--- config.mk ---
export PLATFORM = sky130hd
export DESIGN_NAME = seq_divider
export DESIGN_NICKNAME = d
export VERILOG_FILES = /design/src/rtl/seq_divider.sv
export SDC_FILE = /design/constraint.sdc
export NUM_CORES = 1
export LEC_CHECK = 0
export CORE_ASPECT_RATIO = 1.5
export CORE_MARGIN = 2
export CORE_UTILIZATION = 35
export DETAILED_ROUTE_END_ITERATION = 7
export PLACE_DENSITY_LB_ADDON = 0.25
export SETUP_SLACK_MARGIN = 0.3
export SLEW_MARGIN = 0
export SYNTH_ARGS = -nofsm -noshare
export SYNTH_HDL_FRONTEND = slang
export SYNTH_SLANG_ARGS = --single-unit
--- constraint.sdc ---
create_clock -name clk_i -period 2.5 [get_ports clk_i]
set_clock_uncertainty 0.2 [all_clocks]
set_input_delay 0.375 -clock clk_i [delete_from_list [all_inputs] [get_ports clk_i]]
set_output_delay 0.375 -clock clk_i [all_outputs]
set_load 0.1 [all_outputs]
--- src/rtl/seq_divider.sv ---
// rtl/seq_divider.sv - multi-cycle unsigned restoring divider, one quotient bit per clock
// Divide-by-zero short-circuits to DONE with quotient all ones and remainder = dividend.
module seq_divider #(
  parameter int BITS = 8
) (
  input  logic            clk_i,
  input  logic            rst_i,
  input  logic            start_i,
  input  logic [BITS-1:0] dividend_i,
  input  logic [BITS-1:0] divisor_i,
  output logic            busy_o,
  output logic            done_o,
  output logic [BITS-1:0] quotient_o,
  output logic [BITS-1:0] remainder_o,
  output logic            flag_z_o
);

  localparam int CW = $clog2(BITS + 1);

  typedef enum logic [1:0] {IDLE, DIVIDE, DONE} state_t;

  state_t          state;
  logic [BITS-1:0] dvd;
  logic [BITS-1:0] dvs;
  logic [BITS-1:0] prem;
  logic [CW-1:0]   cnt;

  logic [BITS:0]   shifted;
  logic [BITS:0]   trial;
  logic [BITS-1:0] prem_nxt;
  logic [BITS-1:0] dvd_nxt;

  // prem < dvs always holds, so the shifted remainder fits BITS+1 bits and
  // trial[BITS] is a reliable borrow.
  always_comb begin
    shifted  = {prem, dvd[BITS-1]};
    trial    = shifted - {1'b0, dvs};
    prem_nxt = shifted[BITS-1:0];
    dvd_nxt  = {dvd[BITS-2:0], 1'b0};
    if (!trial[BITS]) begin
      prem_nxt = trial[BITS-1:0];
      dvd_nxt  = {dvd[BITS-2:0], 1'b1};
    end
  end

  always_ff @(posedge clk_i) begin
    if (rst_i) begin
      state       <= IDLE;
      cnt         <= '0;
      dvd         <= '0;
      dvs         <= '0;
      prem        <= '0;
      busy_o      <= 1'b0;
      done_o      <= 1'b0;
      quotient_o  <= '0;
      remainder_o <= '0;
      flag_z_o    <= 1'b0;
    end else begin
      case (state)
        IDLE, DONE: begin
          done_o <= 1'b0;
          if (start_i) begin
            if (divisor_i != '0) begin
              dvd      <= dividend_i;
              dvs      <= divisor_i;
              prem     <= '0;
              flag_z_o <= 1'b0;
              cnt      <= CW'(BITS);
              busy_o   <= 1'b1;
              state    <= DIVIDE;
            end else begin
              quotient_o  <= '1;
              remainder_o <= dividend_i;
              flag_z_o    <= 1'b1;
              done_o      <= 1'b1;
              state       <= DONE;
            end
          end else begin
            state <= IDLE;
          end
        end
        DIVIDE: begin
          dvd  <= dvd_nxt;
          prem <= prem_nxt;
          cnt  <= cnt - CW'(1);
          if (cnt == CW'(1)) begin
            busy_o      <= 1'b0;
            done_o      <= 1'b1;
            quotient_o  <= dvd_nxt;
            remainder_o <= prem_nxt;
            state       <= DONE;
          end
        end
        default: begin
          state  <= IDLE;
          busy_o <= 1'b0;
          done_o <= 1'b0;
        end
      endcase
    end
  end

endmodule

==> impl_metrics.toml <==
[setup_path]
critPathMaxFanout = 2
crit_path_start = "dvd[7]$_SDFFE_PP0P_"
crit_end = "prem[6]$_SDFFE_PP0P_"
reg2reg_to = "prem[6]$_SDFFE_PP0P_"
critical_path_required_ns = 2.54
r2r_slack_ns = 0.02
worstSetupPathType = "flip-flop to flip-flop"
worst_setup_path_start_kind = "flip-flop"
r2r-start = "dvd[7]$_SDFFE_PP0P_"
end_kind = "flip-flop"
crit_arrival_ns = 2.52
ff2ff_path_depth = 13

[synthesis]
netlist_instances = 336
ys_seq_elements = 48
syn_nets = 366
yosys_warnings = 0
synth-edff-count = 0
yosysUniqueCellTypes = 51
synth_area_um2 = 2572
async_reset_ff_share_pct = 0
ys_seq_area_share_pct = 37.35
syn_area_per_cell_um2 = 7.656
synth_flop_cell = "dfxtp_1"

[clock_network]
hold_buffers = 0
cts.sinks = 48
clk_pin_slew_worst_paths_ns = 0.09
cts_tree = "done"
cts_root_buf = "clkbuf_8"
worstSkewPairLatency_ns = 0.31
cts_buffers = 5
clk_path_buf_depth = 2
h-tree-depth = 2

[placement]
io_buffers = 37
place_area_um2 = 3176
placed_cells = 481
globalplace.congestion = 0.9342
dp_slack_ns = -0.02829
place.detailed.hpwl_um = 5323

[power_and_ir_drop]
power.density_nw_per_um2 = 754.2
sw_frac_of_total_pct = 37.78
power.share.sequential_pct = 31.6
p_leak_nw = 1.438
power_switching_mw = 1.044
internal_power_mw = 1.719
p_comb_share_pct = 47.9
peakVddDrop_mv = 0.4145
clkPwrFrac_pct = 20.5
total_power_mw = 2.762

[timing]
finalMaxSlewViolations = 0
tightest_slew_ns = 0.4994
max_slew_margin_pct = 66.58
grt_setup_unrepaired = "yes"
hold_viol_final = 0
setup_violations = 0
fin_ws_ns = 0.01663
period_minus_slack_ns = 2.483
whs_ns = 0.2584
finalCritPeriodShare_pct = 99.33
fmax_mhz = 402.7
tns_ns = 0

[detailed_routing]
antenna_left = 0
drc = 0
drt-initial-drc-count = 156
wl_per_cell_um = 15.04
via_count = 2646
vias_per_cell = 5.240
wl_um = 7594
firstDrtPassIters = 4

[layout]
area_delta_synth_final_pct = 42.36
fillers = 704
stdcell_count = 505
finish.instance_area_um2 = 3662
layout_common_cells = "61 x nand2_1, 45 x dfxtp_1, 45 x buf_4"
insertedDiodeCount = 0
layout.nets = 434
drive_gt1_share_pct = 25.19
final_common_cell = "nand2_1"
final_util_pct = 51.01

[floorplanning]
row_count = 38
dieArea_um2 = 8066
start_util_pct = 35.83
core_um2 = 7179
die_h_um = 109
top_level_ports = 38
die_x_um = 74

[run]
drv_cap = 0

[global_route]
antenna_found_initial = 0
grt_usage_pct = 18.57
grt_overflow = 0
grt_max_degree = 30
grt_pass1_wl_um = 11670
grt_pass1_vias = 2419

[outcome]
status = "finished clean"

[min_path]
hp-class = "flip-flop to flip-flop"
## flip-flops by register name, summed over array words and instances (netlist names)
name,flops
remainder_o,8
cnt,4
busy_o,1
dvd,8
state,2
quotient_o,8
prem,8
dvs,8
flag_z_o,1
## what timing repair did
action / CTS / global route
gates cloned: 1 / 0
gates resized for setup: 11 / 34
setup buffers: 11 / 4
setup endpoints to repair: 18 / 23
pin swaps: 14 / 17
## worst min path at each step
stage                             start                  end  slack (ns)  cells past startpoint
floorplan           dvs[1]$_SDFFE_PP0P_  dvs[1]$_SDFFE_PP0P_        0.24                      2
global placement    dvs[5]$_SDFFE_PP0P_  dvs[5]$_SDFFE_PP0P_        0.25                      2
detailed placement  dvs[7]$_SDFFE_PP0P_  dvs[7]$_SDFFE_PP0P_        0.25                      2
CTS                 dvs[7]$_SDFFE_PP0P_  dvs[7]$_SDFFE_PP0P_        0.26                      2
global route        dvs[3]$_SDFFE_PP0P_  dvs[3]$_SDFFE_PP0P_        0.28                      2
finish              dvs[7]$_SDFFE_PP0P_  dvs[7]$_SDFFE_PP0P_        0.26                      2
## routing by layer
metal / part of all wire (%) / up-vias / global-route usage [%]
met5: 0 / - / 0
met4: 2.1 / 0 / 6.494
met3: 2.6 / 12 / 2.033
met2: 55 / 61 / 34.12
met1: 40 / 1258 / 21.69
li1: - / 1315 / -
## synthesized netlist by cell type (8+ instances only)
| cell type | n | area share, % |
|---|---|---|
| inv_1 | 17 | 2.5 |
| ha_1 | 10 | 4.9 |
| o21ai_1 | 9 | 1.8 |
| nand2_1 | 61 | 8.9 |
| nand3_1 | 8 | 1.6 |
| nor3_1 | 13 | 2.5 |
| clkbuf_1 | 11 | 1.6 |
| a311oi_1 | 8 | 2.7 |
| nor2_1 | 46 | 6.7 |
| dfxtp_1 | 48 | 37 |
| a21oi_1 | 22 | 4.3 |
## cell families (layout without fill, tap and decap cells)
group | after synthesis | count (layout) | synth area share, %
xor+xnor | 4 | 4 | 1.362
flops | 48 | 48 | 37.35
compound gates | 75 | 75 | 19.26
mux | 8 | 8 | 3.307
simple gates | 158 | 159 | 28.06
buf+inv | 32 | 100 | 5.010
fa+ha+maj | 11 | 11 | 5.642
## critical path, cell delays in order, from the launching register on
cell	delay [ns]
dfxtp_2	0.33
inv_2	0.06
ha_4	0.13
inv_2	0.04
fa_2	0.36
a211oi_4	0.27
buf_4	0.17
buf_6	0.09
buf_6	0.08
o21bai_1	0.06
a21oi_1	0.17
xnor2_1	0.18
mux2i_1	0.11
o21ai_1	0.15
## layout make-up
type,count,area [um2],area share (%)
repair buffers,75,679.4,18.55
clock buffers,6,72.57,1.982
clock inverters,2,35.03,0.9566
inverters,17,63.81,1.742
well taps,100,125.1,3.416
multi-input cells,257,1722,47.01
flip-flops and latches,48,964.7,26.34
## power groups by stage
stage                     sequential, mW  combinational [mW]  clock [mW]
after CTS                          0.871                1.09       0.576
after global routing               0.880                1.40       0.607
after detailed placement           0.889               0.846           0
after floorplan                    0.961               0.542           0
after global placement             0.887               0.842           0
final                              0.872                1.32       0.567
Power figures use the tool's default switching activity.
